$ cat src/rtl/video_timing_gen.sv
// Raster timing generator: pixel enable, h/v counters, blank/sync strobes and line/frame pulses on sys_clk.
// Mode inputs (pal/scandouble) are sampled only at frame end so the downstream scaler never sees a torn frame.
module video_timing_gen #(
    parameter int CW            = 10,
    parameter int FRAME_W       = 8,
    parameter int PIX_DIV       = 2,
    parameter int H_TOTAL       = 638,
    parameter int H_BLANK_START = 529,
    parameter int H_SYNC_START  = 544,
    parameter int H_SYNC_END    = 590,
    parameter int V_TOTAL_N     = 262,
    parameter int V_BLANK_N     = 240,
    parameter int V_SYNC_N      = 245,
    parameter int V_SYNC_END_N  = 248,
    parameter int V_TOTAL_P     = 312,
    parameter int V_BLANK_P     = 300,
    parameter int V_SYNC_P      = 304,
    parameter int V_SYNC_END_P  = 308,
    parameter int HS_POL        = 1,
    parameter int VS_POL        = 1
) (
    input  logic               sys_clk,
    input  logic               RESn,
    input  logic               pal,
    input  logic               scandouble,
    output logic               ce_pix,
    output logic [CW-1:0]      hc,
    output logic [CW-1:0]      vc,
    output logic               HBlank,
    output logic               HSync,
    output logic               VBlank,
    output logic               VSync,
    output logic               de,
    output logic               line_start,
    output logic               frame_start,
    output logic [FRAME_W-1:0] frame_cnt,
    output logic               pal_act,
    output logic               sd_act
);
    localparam int DW = $clog2(PIX_DIV);

    localparam logic [DW-1:0] DIV_LAST = DW'(PIX_DIV - 1);
    localparam logic [CW-1:0] H_LAST   = CW'(H_TOTAL - 1);
    localparam logic [CW-1:0] H_BS     = CW'(H_BLANK_START);
    localparam logic [CW-1:0] H_SS     = CW'(H_SYNC_START);
    localparam logic [CW-1:0] H_SE     = CW'(H_SYNC_END);
    localparam logic          HS_INACT = (HS_POL == 0);
    localparam logic          VS_INACT = (VS_POL == 0);

    logic [DW-1:0] div;
    logic          hsync_i;
    logic          vsync_i;
    logic [CW-1:0] vt;
    logic [CW-1:0] vb;
    logic [CW-1:0] vs;
    logic [CW-1:0] ve;
    logic [CW-1:0] vt_last;
    logic          line_end;
    logic          frame_end;

    // Vertical geometry of the mode currently in effect; doubled-rate modes double every line number.
    always_comb begin
        vt = pal_act ? CW'(V_TOTAL_P)    : CW'(V_TOTAL_N);
        vb = pal_act ? CW'(V_BLANK_P)    : CW'(V_BLANK_N);
        vs = pal_act ? CW'(V_SYNC_P)     : CW'(V_SYNC_N);
        ve = pal_act ? CW'(V_SYNC_END_P) : CW'(V_SYNC_END_N);
        if (sd_act) begin
            vt = vt << 1;
            vb = vb << 1;
            vs = vs << 1;
            ve = ve << 1;
        end
        vt_last = vt - CW'(1);
    end

    assign line_end  = ce_pix && (hc == H_LAST);
    assign frame_end = line_end && (vc == vt_last);

    always_ff @(posedge sys_clk or negedge RESn) begin
        if (!RESn) begin
            div    <= '0;
            ce_pix <= 1'b0;
            hc     <= '0;
            vc     <= '0;
        end else begin
            if (sd_act) begin
                div    <= '0;
                ce_pix <= 1'b1;
            end else begin
                ce_pix <= (div == DIV_LAST);
                div    <= (div == DIV_LAST) ? '0 : div + DW'(1);
            end
            if (ce_pix) begin
                if (hc == H_LAST) begin
                    hc <= '0;
                    vc <= (vc == vt_last) ? '0 : vc + CW'(1);
                end else begin
                    hc <= hc + CW'(1);
                end
            end
        end
    end

    // Strobes run on every sys_clk so they lag the counter condition by exactly one clock.
    always_ff @(posedge sys_clk or negedge RESn) begin
        if (!RESn) begin
            HBlank  <= 1'b0;
            hsync_i <= 1'b0;
            VBlank  <= 1'b0;
            vsync_i <= 1'b0;
        end else begin
            if (hc == H_BS)
                HBlank <= 1'b1;
            else if (hc == '0)
                HBlank <= 1'b0;
            if (hc == H_SS)
                hsync_i <= 1'b1;
            else if (hc == H_SE)
                hsync_i <= 1'b0;
            if (hc == H_SS) begin
                if (vc == vb)
                    VBlank <= 1'b1;
                else if (vc == '0)
                    VBlank <= 1'b0;
                if (vc == vs)
                    vsync_i <= 1'b1;
                else if (vc == ve)
                    vsync_i <= 1'b0;
            end
        end
    end

    always_ff @(posedge sys_clk or negedge RESn) begin
        if (!RESn) begin
            line_start  <= 1'b0;
            frame_start <= 1'b0;
            frame_cnt   <= '0;
            pal_act     <= 1'b0;
            sd_act      <= 1'b0;
        end else begin
            line_start  <= line_end;
            frame_start <= frame_end;
            if (frame_end) begin
                pal_act   <= pal;
                sd_act    <= scandouble;
                frame_cnt <= frame_cnt + FRAME_W'(1);
            end
        end
    end

    assign HSync = hsync_i ^ HS_INACT;
    assign VSync = vsync_i ^ VS_INACT;
    assign de    = ~HBlank & ~VBlank;

endmodule
$ cat config.mk
export PLATFORM = sky130hd
export DESIGN_NAME = video_timing_gen
export DESIGN_NICKNAME = d
export VERILOG_FILES = /design/src/rtl/video_timing_gen.sv
export SDC_FILE = /design/constraint.sdc
export NUM_CORES = 1
export LEC_CHECK = 0
export BUFFER_PORTS_ARGS = -buffer_cell sky130_fd_sc_hd__clkbuf_2
export CAP_MARGIN = 20
export CORE_MARGIN = 2
export CORE_UTILIZATION = 50
export CTS_BUF_LIST = sky130_fd_sc_hd__clkbuf_4
export DETAILED_ROUTE_END_ITERATION = 10
export GPL_ROUTABILITY_DRIVEN = 1
export PLACE_DENSITY = 0.73
export SYNTH_ARGS = -nofsm -noshare
export SYNTH_HDL_FRONTEND = slang
export SYNTH_SLANG_ARGS = --single-unit
$ cat constraint.sdc
create_clock -name sys_clk -period 6.95 [get_ports sys_clk]
set_input_delay 0.695 -clock sys_clk [delete_from_list [all_inputs] [get_ports sys_clk]]
set_output_delay 0.695 -clock sys_clk [all_outputs]
set_load 0.02 [all_outputs]
* Word-level counts from Yosys, hierarchy flattened
Index checks and enable logic that the tools add are counted.
** Storage, ports and cells
- Register bits after elaboration :: 38
- Bits in latches :: 0
- Bits in writable memories :: 0
- Bits in read-only memories :: 0
- Input bits :: 4
- Output and inout bits :: 38
- Logic and storage cells :: 61
- Memories kept :: 0
** Cells by class
- $add $sub $neg :: 5
- Multiply operators :: 0
- Divide/modulo/power cells :: 0
- Magnitude comparators :: 0
- Eq/ne operators :: 8
- Shift-type cells :: 0
- Muxes and demuxes :: 21
- Bitwise operators :: 3
- Reduce and logical (&&, ||, !) cells :: 11
** Operators with widths (count)
- $mux W10 :: 6
- $eq A10 B10 Y1 :: 4
- $eq A10 B10 Y1 const B :: 4
- $mux W9 :: 3
- $add A10 B1 Y10 const B :: 2
- $logic_not A10 Y1 :: 2
- $mux W1 :: 11
- $sub A10 B1 Y10 const B :: 1
- $add A8 B1 Y8 const B :: 1
- $reduce_bool A2 Y1 :: 4
- $mux W6 :: 1
- $reduce_and A2 Y1 :: 3
- $logic_and A1 B1 Y1 :: 2
- $not A1 Y1 :: 2
- $add A1 B1 Y1 const B :: 1
- $and A1 B1 Y1 :: 1

* Depth between registers and ports, before layout
Gate-level depths: netlist of run 1.
- Depth after elaboration :: 5
- Depth in mapped cells :: 9
- Mapped depth without buffers :: 8

* Worst setup path before layout of run 1
OpenSTA, ideal clock, no wires.
- Path kind :: reg-to-reg
- Start :: reg pal_act
- End :: reg pal_act
- Library setup time :: 0.125 ns
- Arrival :: 2.375 ns
- Required time :: 6.825 ns
- Path slack :: 4.451 ns
- Cell stages (with the launch flop) :: 9
- Buffers on the path :: 1
- Clock period less this slack :: 2.499 ns
- Cells stage by stage :: dfrtp_1 > buf_2 > inv_1 > ha_1 > xnor2_1 > nor4_1 > nand4_2 > nor3_4 > mux2_2
** Between the ends
- Longest elaborated chain between the ends :: 5
** Ends and longest elaborated chain
- start: declaration :: line 37 : output logic pal_act,
- start signal: assignment :: line 144 : pal_act <= pal;
- $mux W6 :: line 63 : vt = pal_act ? CW'(V_TOTAL_P) : CW'(V_TOTAL_N);
- $mux W10 :: line 67 : if (sd_act) begin
- $sub A10 B1 Y10 :: line 73 : vt_last = vt - CW'(1);
- $eq A10 B10 Y1 :: line 77 : assign frame_end = line_end && (vc == vt_last);
- $logic_and A1 B1 Y1 :: line 77
- via frame_end :: line 59 : logic frame_end;
The timed path passes the listed nets, and every way through them passes these cells.
A chain may end at the register's enable or synchronous reset.

* Worst setup path in the final report of run 1
- Start :: reg pal_act
- End :: reg frame_cnt[1]
** Between the ends
- Longest elaborated chain between the ends :: 5
** Ends and longest elaborated chain
- $mux W6 :: line 63
- $mux W10 :: line 67
- $sub A10 B1 Y10 :: line 73
- $eq A10 B10 Y1 :: line 77
- $logic_and A1 B1 Y1 :: line 77
- via frame_end :: line 59
- end signal: assignment :: line 146 : frame_cnt <= frame_cnt + FRAME_W'(1);
- end: declaration :: line 36 : output logic [FRAME_W-1:0] frame_cnt,
The timed path passes the listed nets, and every way through them passes these cells.

==> results of run 1 <==
-- cell usage after synthesis, types with 2 or more instances --
| cell | count |
|---|---|
| and3_1 | 6 |
| buf_2 | 3 |
| clkbuf_1 | 9 |
| dfrtp_1 | 38 |
| ha_1 | 14 |
| inv_1 | 8 |
| mux2_2 | 3 |
| nand2_1 | 22 |
| nand3_1 | 12 |
| nand4_1 | 7 |
| nor2_1 | 12 |
| nor2b_1 | 2 |
| nor3_1 | 12 |
| nor3_2 | 2 |
| nor3b_1 | 2 |
| nor4_1 | 8 |
| o21ai_0 | 18 |
| o22ai_1 | 5 |
| o2bb2ai_1 | 2 |
| o41ai_1 | 2 |
| or2_2 | 4 |
| or3_1 | 2 |
| xnor2_1 | 15 |
| xor2_1 | 16 |
-- area by class of cell --
cell class	count	area, um^2
clock buffers	5	37.5
clock inverters	3	11.3
fillers	400	1810
inverters	9	33.8
multi-input cells	182	1270
flip-flops and latches	38	951
well taps	52	65.1
repair buffers	41	205
-- worst reg2reg max path: cells and delay by family (launching register included) --
kind                       cells  cell delay, ns
xor gates and xnor gates       2            0.42
adders and majority gates      1            0.39
buffers and inverters          1            0.16
DFF                            1            0.62
muxes                          1            0.37
and+or+nand+nor                2            0.62
-- stage by stage --
| step | std cells | area [um^2] | power (mW) | util, % | setup WS [ns] |
|---|---|---|---|---|---|
| 6_report | 330 | 2570 | 0.332 | 58.6 | 4.28 |
| 3_5_place_dp | 322 | 2520 | 0.231 | 57.5 | 4.32 |
| 2_1_floorplan | 241 | 2300 | 0.225 | - | 4.45 |
| 3_3_place_gp | 322 | 2520 | 0.231 | 57.5 | 4.43 |
| 4_1_cts | 330 | 2570 | 0.338 | 58.6 | 4.27 |
| 5_1_grt | 330 | 2570 | 0.349 | 58.6 | 4.06 |
-- per-layer routing --
layer | GRT usage (%) | vias to the layer above
met5 | 0 | -
met4 | 6.71 | 0
met3 | 4.78 | 10
met2 | 31.3 | 60
met1 | 29.9 | 898
li1 | - | 918
-- cells by family after synthesis --
kind of cell / after synthesis / synth area share (%)
fa+ha+maj: 14 / 7.62
compound gates: 32 / 8.65
xor+xnor: 31 / 11.8
buf+inv: 21 / 3.59
mux: 4 / 2.45
flops: 38 / 41.3
simple gates: 101 / 24.5
-- path summary, 6_finish.rpt --
path	to	depth (start not counted)	slack, ns	startpoint
max	frame_cnt[1]	7	4.28	pal_act
min	ce_pix	1	0.45	div
max reg2reg	frame_cnt[1]	7	4.28	pal_act
min reg2reg	ce_pix	1	0.45	div
max in group asynchronous	pal_act	1	5.92	RESn
min in group asynchronous	vc[3]	1	0.47	RESn
-- power groups by stage --
stage | Combinational, mW | Clock, mW | Sequential [mW]
after global placement | 0.00528 | 0 | 0.225
after detailed placement | 0.00534 | 0 | 0.225
after floorplan | 0.0000100 | 0 | 0.225
after global routing | 0.00596 | 0.122 | 0.221
after CTS | 0.00537 | 0.112 | 0.221
final | 0.00482 | 0.106 | 0.221
-- state kept, by name, indices dropped and copies added (netlist names) --
| register | cells |
|---|---|
| line_start | 1 |
| frame_start | 1 |
| HBlank | 1 |
| ce_pix | 1 |
| pal_act | 1 |
| HSync | 1 |
| VBlank | 1 |
| div | 1 |
| VSync | 1 |
| sd_act | 1 |
| hc | 10 |
| frame_cnt | 8 |
| vc | 10 |
-- cells in the final DEF, fill, tap and decap left out, types with 6 or more instances in the layout --
cell / instances
nor2_1: 12
xnor2_1: 15
clkbuf_2: 41
nand4_1: 7
nand3_1: 12
ha_1: 14
nand2_1: 22
xor2_1: 16
dfrtp_1: 38
and3_1: 6
inv_1: 8
nor4_1: 8
nor3_1: 12
o21ai_0: 18
==> out/qor.csv, run 1 <==
stage;metric;value;unit
power;swShare;22.3;%
sta;fmax;0.374;GHz
power;leakage;1.23;nW
sta;slew_viol_final;0;
clocking;htreeDepth;2;
sta;worst_pin_slew;0.918;ns
setup_path;arrival;2.91;ns
min_path;hp-class;flop to flop;
grt;grt_pass1_vias;1704;
synth;synth_async_sr_flop_share;100;%
setup_path;critical_path.startpoint_type;flop;
setup_path;cpLargestDelayFamily;flip-flops;
drt;vias;1886;
sta;max-slew-margin-rel;38.8;%
sta;rsz0062_at_grt;no;
die;die-height;71.8;um
sta;fin_worst_skew;0.00456;ns
flow_run;drv_cap;0;
grt;antenna_found_initial;0;
drt;wl_per_cell;15.1;um
clocking;cts_hold_buffers;0;
die;pin_count;42;
clocking;post_cts.repair.setup_buffers;0;
synth;yosysSeqAreaShare;41.3;%
grt;grt_pass1_wl;8400;um
synth;yosys_warnings;0;
synth;synth_area_leader_cell;dfrtp_1;
synth;synthTopCellsByArea;dfrtp_1 41%, ha_1 7.6%, xor2_1 6.1%, xnor2_1 5.7%, o21ai_0 3.9%;
grt;grt_max_degree;39;
die;die-area;5160;um^2
synth;avgSynthCellArea;9.54;um^2
setup_path;crit_path_top_delay_cell;dfrtp_1;
drt;dr.max_layer_used;met4;
sta;min_period;2.68;ns
drt;drt-met1-wl;2410;um
power;p_per_area;129;nW/um^2
finish;diodes;0;
power;power_frac_seq;66.6;%
setup_path;crit_chain;inv_1, ha_1, xor2_1, xnor2_1, nand4_2, nor3_4, mux2_2;
synth;netlist_instances;241;
drt;met3_wirelength;268;um
synth;ys_seq_elements;38;
drt;viasPerCell;5.72;
setup_path;crit_fanout;12;
synth;synth-edff-count;0;
sta;setup_viol;0;
finish;syn2layout_area_growth;11.8;%
synth;synth_area;2300;um^2
grt;grt_usage;20.8;%
clocking;cts_tree;yes;
sta;holdWs;0.454;ns
finish;drive_gt1_share;21.6;%
power;p_sw;0.0741;mW
synth;synth_cell_types;41;
clocking;cts_sinks;38;
die;die_w;71.8;um
clocking;clock_path_buffers;2;
sta;finalCritPeriodShare;38.5;%
drt;final_antenna_net_count;0;
die;start_util;52.5;%
place;numPortBuffers;41;
place;place_congestion;0.924;
drt;wirelength;5000;um
setup_path;path_class;flop to flop;
grt;overflow;0;
drt;routed-wl-met2;2230;um
drt;drc;0;
sta;hold_viol_final;0;
setup_path;cpPeakStageDelay;0.62;ns
setup_path;required;7.18;ns
outcome;status;complete, no violations;
drt;drt-pass1-iter-count;5;
finish;nets;295;
synth;dominantRegCellSynth;dfrtp_1;
clocking;clkTransAtPathRegs;0.11;ns
sta;setup-tns-final;0;ns
die;num_rows;24;
clocking;cts-root-buf;clkbuf_4;
power;power.internal;0.258;mW
clocking;clk_latency;0.34;ns
clocking;cts_buffers;5;
setup_path;path_buf_inv;1;
power;peakVddDrop;0.114;mV
synth;syn-num-nets;259;
die;coreArea;4380;um^2
power;p_clk_share;31.9;%
clocking;postCtsResizedCells;0;
setup_path;crit_path_end_kind;flop;
power;power_frac_comb;1.5;%
synth;yosysTopAreaCellShare;41.3;%
drt;drt-initial-drc-count;161;
place;dp_hpwl;3640;um
(Power assumes the default switching activity.)
==> inputs of run 2 (changes only) <==
--- a/config.mk
+++ b/config.mk
@@ -5,6 +5,7 @@
 export SDC_FILE = /design/constraint.sdc
 export NUM_CORES = 1
 export LEC_CHECK = 0
+export ABC_AREA = 1
 export BUFFER_PORTS_ARGS = -buffer_cell sky130_fd_sc_hd__clkbuf_2
 export CAP_MARGIN = 20
 export CORE_MARGIN = 2
@@ -12,7 +13,7 @@
 export CTS_BUF_LIST = sky130_fd_sc_hd__clkbuf_4
 export DETAILED_ROUTE_END_ITERATION = 10
 export GPL_ROUTABILITY_DRIVEN = 1
-export PLACE_DENSITY = 0.73
+export PLACE_DENSITY = 0.72
 export SYNTH_ARGS = -nofsm -noshare
 export SYNTH_HDL_FRONTEND = slang
 export SYNTH_SLANG_ARGS = --single-unit
==> constraint.sdc (replaced) <==
create_clock -name sys_clk -period 2.7 [get_ports sys_clk]
set_input_delay 0.27 -clock sys_clk [delete_from_list [all_inputs] [get_ports sys_clk]]
set_output_delay 0.27 -clock sys_clk [all_outputs]
set_load 0.02 [all_outputs]
==> run 2 against run 1 <==
Net effect:
- clock power grew to 2.8 times the previous value
- via count grew 35%
- final cell count grew 49%
- design area grew 16%
- largest power group unchanged
- highest routed layer unchanged
==> out/qor.csv, run 2 <==
stage;metric;value;unit
outcome;status;complete, no violations;
sta;min_period;2.26;ns
setup_path;arrival;2.51;ns
sta;fmax;0.443;GHz
synth;synth_area;2690;um^2
setup_path;worst_r2r_path_depth;10;
clocking;post_cts.repair.setup_buffers;0;
clocking;cts_tree;yes;
setup_path;r2r-end;vc[3];
sta;max-slew-margin-rel;37.5;%
clocking;clkTransAtPathRegs;0.12;ns
min_path;hp-class;input port to async pin;
power;leakage;1.71;nW
finish;diodes;0;
grt;grt_usage;22.9;%
finish;final_common_cell;nand2_1;
synth;syn-num-nets;400;
drt;drt-pass1-iter-count;4;
setup_path;crit_path_end_kind;flop;
drt;drt-initial-drc-count;131;
synth;synth-edff-count;0;
power;peakVddDrop;0.317;mV
grt;antenna_found_initial;0;
synth;dominantRegCellSynth;dfrtp_1;
finish;nets;440;
setup_path;crit_fanout;13;
setup_path;r2r_slack;0.44;ns
flow_run;drv_cap;0;
drt;wl_per_cell;13.1;um
setup_path;r2r_start;pal_act;
sta;setup_viol;0;
synth;synth_cell_types;32;
place;place_congestion;0.951;
die;die-area;5990;um^2
place;placed_cells;485;
synth;synth_area_leader_cell;dfrtp_1;
setup_path;path_class;flop to flop;
grt;grt_pass1_vias;2362;
sta;rsz0062_at_grt;no;
sta;hold_viol_final;0;
clocking;cts_sinks;38;
synth;synthTopCellsByArea;dfrtp_1 35%, nand2_1 17%, inv_1 7.5%, nand3_1 6.7%, ha_1 6.5%;
finish;layout_common_cells;120 x nand2_1, 54 x inv_1, 41 x clkbuf_2;
power;power;0.879;mW
setup_path;required;2.95;ns
synth;avgSynthCellArea;7.05;um^2
sta;finalCritPeriodShare;83.6;%
die;die_w;77.4;um
synth;synth_async_sr_flop_share;100;%
finish;drive_gt1_share;15.8;%
setup_path;critical_path.startpoint_type;flop;
die;num_rows;26;
finish;final_cell_count_no_fill;493;
clocking;postCtsResizedCells;0;
grt;overflow;0;
sta;fin_worst_skew;0.00637;ns
clocking;clock_path_buffers;2;
finish;syn2layout_area_growth;11.1;%
drt;vias;2538;
die;start_util;52.4;%
synth;yosysMostFrequentCell;nand2_1;
synth;netlist_instances;382;
grt;grt_max_degree;39;
sta;worst_pin_slew;0.937;ns
die;die-height;77.4;um
synth;yosysSeqAreaShare;35.3;%
clocking;cts_hold_buffers;0;
drt;wirelength;6440;um
die;coreArea;5140;um^2
drt;drc;0;
drt;viasPerCell;5.15;
power;p_per_area;294;nW/um^2
synth;yosys_warnings;0;
drt;final_antenna_net_count;0;
synth;ys_seq_elements;38;
clocking;clk_latency;0.34;ns
finish;top_regs;hc (10), vc (10), frame_cnt (8);
clocking;cts_buffers;5;
synth;yosysTopAreaCellShare;35.3;%
sta;setup-tns-final;0;ns
sta;slew_viol_final;0;
clocking;cts-root-buf;clkbuf_4;
place;dp_hpwl;4970;um
grt;grt_pass1_wl;11100;um
place;numPortBuffers;41;
synth;synthTopCellsByCount;120 x nand2_1, 54 x inv_1, 38 x dfrtp_1;
clocking;htreeDepth;2;
die;pin_count;42;
-- run 2: power by group --
part	total, mW	switching (mW)	internal, mW
clock	0.298	0.197	0.101
sequential	0.569	0	0.569
combinational	0.0126	0.0111	0.00149
-- run 2: kinds of logic after synthesis --
family / after synthesis / share of synthesized area (%)
simple gates: 233 / 40.0
xor+xnor: 14 / 4.55
buf+inv: 67 / 10.5
flops: 38 / 35.3
fa+ha+maj: 14 / 6.51
compound gates: 16 / 3.16
-- run 2: how the worst max path moves through the flow --
stage	to	slack, ns	cells after the start	start
after detailed placement	vc[3]	0.44	10	pal_act
after global placement	frame_cnt[0]	0.51	10	pal_act
after CTS	vc[3]	0.44	10	pal_act
after global routing	vc[7]	0.22	10	pal_act
after floorplan	pal_act	0.75	10	pal_act
final	vc[3]	0.44	10	pal_act
-- run 2: cell type report --
cell class	instances	area (um^2)
multi-input cells	277	1460
clock buffers	5	37.5
clock inverters	3	21.3
fillers	518	2150
repair buffers	43	220
flip-flops and latches	38	951
inverters	57	214
well taps	70	87.6
-- run 2: layer usage --
metal | GRT usage, % | vias to the layer above | part of all wire [%]
met3 | 2.91 | 9 | 5.1
met2 | 37.2 | 69 | 46
met5 | 0 | - | 0
li1 | - | 1292 | -
met4 | 5.89 | 0 | 1.4
met1 | 32.4 | 1168 | 48
-- run 2: critical path: stages (launching register included) --
cell	delay, ns
dfrtp_1	0.62
inv_2	0.13
ha_1	0.38
inv_1	0.07
nand2_1	0.06
nand2_1	0.07
xor2_1	0.17
nor2_4	0.31
nand3_4	0.20
nand2_1	0.12
inv_1	0.04
-- run 2: stage by stage --
step	area (um^2)	setup slack, ns	util (%)	hold WS [ns]
4_1_cts	2990	0.444	58.2	0.0689
3_3_place_gp	2930	0.508	57.1	0.400
5_1_grt	2990	0.220	58.2	0.119
3_5_place_dp	2930	0.445	57.1	0.394
2_1_floorplan	2690	0.753	-	-0.0256
6_report	2990	0.442	58.2	0.0445
==> inputs of run 3 (changes only) <==
==> constraint.sdc (replaced) <==
create_clock -name sys_clk -period 2.25 [get_ports sys_clk]
set_input_delay 0.225 -clock sys_clk [delete_from_list [all_inputs] [get_ports sys_clk]]
set_output_delay 0.225 -clock sys_clk [all_outputs]
set_load 0.02 [all_outputs]
==> run 3 against run 2 <==
Net effect:
- the flow now finishes with violations (hold timing)
- sequential power rose by 20%
- critical path type unchanged
- design area rose by 1.1%
- clock skew rose by 0.0028 ns
- largest cell class unchanged
- clock power rose by 21%
- first-iteration DRC count rose by 8.4%
- fmax rose by 15%
- sequential cell count did not move
- final cell count rose by 1.0%
- total power rose by 20%
==> out/qor.csv, run 3 (synthesized netlist as in run 2, its figures left out) <==
stage;metric;value;unit
finish;postLayoutCellArea;3020;um^2
finish;diodes;0;
drt;viasPerCell;5.31;
die;die-area;5990;um^2
clocking;post_cts.repair.setup_buffers;0;
grt;grt_pass1_vias;2413;
sta;setup_viol;0;
finish;top_regs;hc (10), vc (10), frame_cnt (8);
finish;syn2layout_area_growth;12.3;%
finish;drive_gt1_share;16.6;%
power;power;1.06;mW
grt;overflow;0;
die;die-height;77.4;um
grt;grt_pass1_wl;11500;um
sta;setup_slack;0.285;ns
drt;drc;0;
clocking;clk_latency;0.36;ns
setup_path;crit_path_top_delay_cell;dfrtp_1;
setup_path;arrival;2.27;ns
clocking;clkTransAtPathRegs;0.12;ns
drt;wl_per_cell;13.5;um
finish;layout_common_cells;120 x nand2_1, 54 x inv_1, 41 x clkbuf_2;
sta;holdWs;-0.0130;ns
sta;rsz0062_at_grt;no;
die;num_rows;26;
setup_path;crit_fanout;8;
sta;finalCritPeriodShare;87.4;%
sta;hold_viol_final;5;
sta;fmax;0.509;GHz
grt;grt_max_degree;39;
setup_path;r2r_start;sd_act;
place;dp_hpwl;5050;um
setup_path;worst_r2r_path_depth;11;
clocking;cts_tree;yes;
setup_path;crit_chain;buf_4, ha_1, inv_1, nand2_1, nand2_1, nor2_1, nand3_1, nor2_4, buf_4, nand4_1, nand2_1;
clocking;clock_path_buffers;2;
finish;final_common_cell;nand2_1;
sta;max-slew-margin-rel;36.2;%
setup_path;path_depth;11;
finish;nets;445;
sta;slew_viol_final;0;
setup_path;cpPeakStageDelay;0.42;ns
drt;drt-pass1-iter-count;6;
grt;antenna_found_initial;0;
sta;min_period;1.97;ns
clocking;cts_buffers;5;
place;place_congestion;0.974;
min_path;hp-class;input port to async pin;
finish;final_core_util;58.8;%
place;placed_area;2970;um^2
clocking;cts_sinks;38;
power;peakVddDrop;0.268;mV
outcome;violations;hold timing;
setup_path;crit_path_end_kind;flop;
place;numPortBuffers;41;
setup_path;path_buf_inv;3;
setup_path;cpLargestDelayFamily;simple AND/OR/NAND/NOR gates;
drt;vias;2644;
clocking;cts-root-buf;clkbuf_4;
drt;drt-initial-drc-count;142;
die;die_w;77.4;um
clocking;postCtsResizedCells;0;
flow_run;drv_cap;0;
setup_path;r2r-end;frame_cnt[3];
clocking;cts_hold_buffers;0;
setup_path;path_class;flop to flop;
setup_path;r2r_slack;0.28;ns
setup_path;required;2.55;ns
drt;final_antenna_net_count;0;
power;p_per_area;350;nW/um^2
power;leakage;1.73;nW
drt;wirelength;6720;um
sta;setup-tns-final;0;ns
outcome;status;finished with violations;
place;detailedPlace.worstSlack;0.330;ns
sta;worst_pin_slew;0.957;ns
die;coreArea;5140;um^2
clocking;htreeDepth;2;
die;pin_count;42;
grt;grt_usage;24.0;%
die;start_util;52.4;%
setup_path;critical_path.startpoint_type;flop;
sta;fin_worst_skew;0.00919;ns
setup_path;crit_path_frequent_cell;nand2_1;
## run 3: cell count changes in the layout (fill, tap and decap cells not counted), sizes merged
cell,change
buf,+5
clkbuf,+1
clkinvlp,-1
## run 3: worst reg2reg max path, cell delays in order, from the launching register on
cell and delay [ns]:
dfrtp_1 0.42, buf_4 0.19, ha_1 0.28, inv_1 0.06, nand2_1 0.06, nand2_1 0.05
nor2_1 0.12, nand3_1 0.15, nor2_4 0.21, buf_4 0.20, nand4_1 0.10, nand2_1 0.09
## run 3: worst max path at each step
stage / startpoint / to / slack (ns)
after floorplan: pal_act / pal_act / 0.30
after CTS: sd_act / sd_act / 0.31
after global placement: pal_act / frame_cnt[3] / 0.37
final: sd_act / frame_cnt[3] / 0.28
after detailed placement: sd_act / sd_act / 0.33
after global routing: sd_act / frame_cnt[5] / 0.11
## run 3: power by group
| group | switching [mW] | total (mW) | internal, mW |
|---|---|---|---|
| clock network | 0.232 | 0.361 | 0.129 |
| registers | 0 | 0.683 | 0.683 |
| logic | 0.0137 | 0.0155 | 0.00179 |
## run 3: per-layer routing
metal | track usage, % | share of wire, % | up-vias
li1 | - | - | 1303
met3 | 3.60 | 6.6 | 18
met4 | 8.75 | 2.6 | 0
met2 | 37.7 | 46 | 112
met1 | 33.7 | 45 | 1211
met5 | 0 | 0 | -
## run 3: cell type report
| type | instances | area (um^2) |
|---|---|---|
| inverters | 57 | 214 |
| multi-input cells | 277 | 1460 |
| flip-flops and latches | 38 | 951 |
| clock inverters | 2 | 8.76 |
| well taps | 70 | 87.6 |
| repair buffers | 48 | 258 |
| fillers | 518 | 2120 |
| clock buffers | 6 | 45.0 |
## run 3: through the flow
| stage | std cells | hold WS, ns |
|---|---|---|
| after floorplan | 382 | -0.0706 |
| after global placement | 490 | 0.410 |
| after detailed placement | 490 | 0.415 |
| after CTS | 498 | 0.0309 |
| after global routing | 498 | 0.0788 |
| final | 498 | -0.0130 |
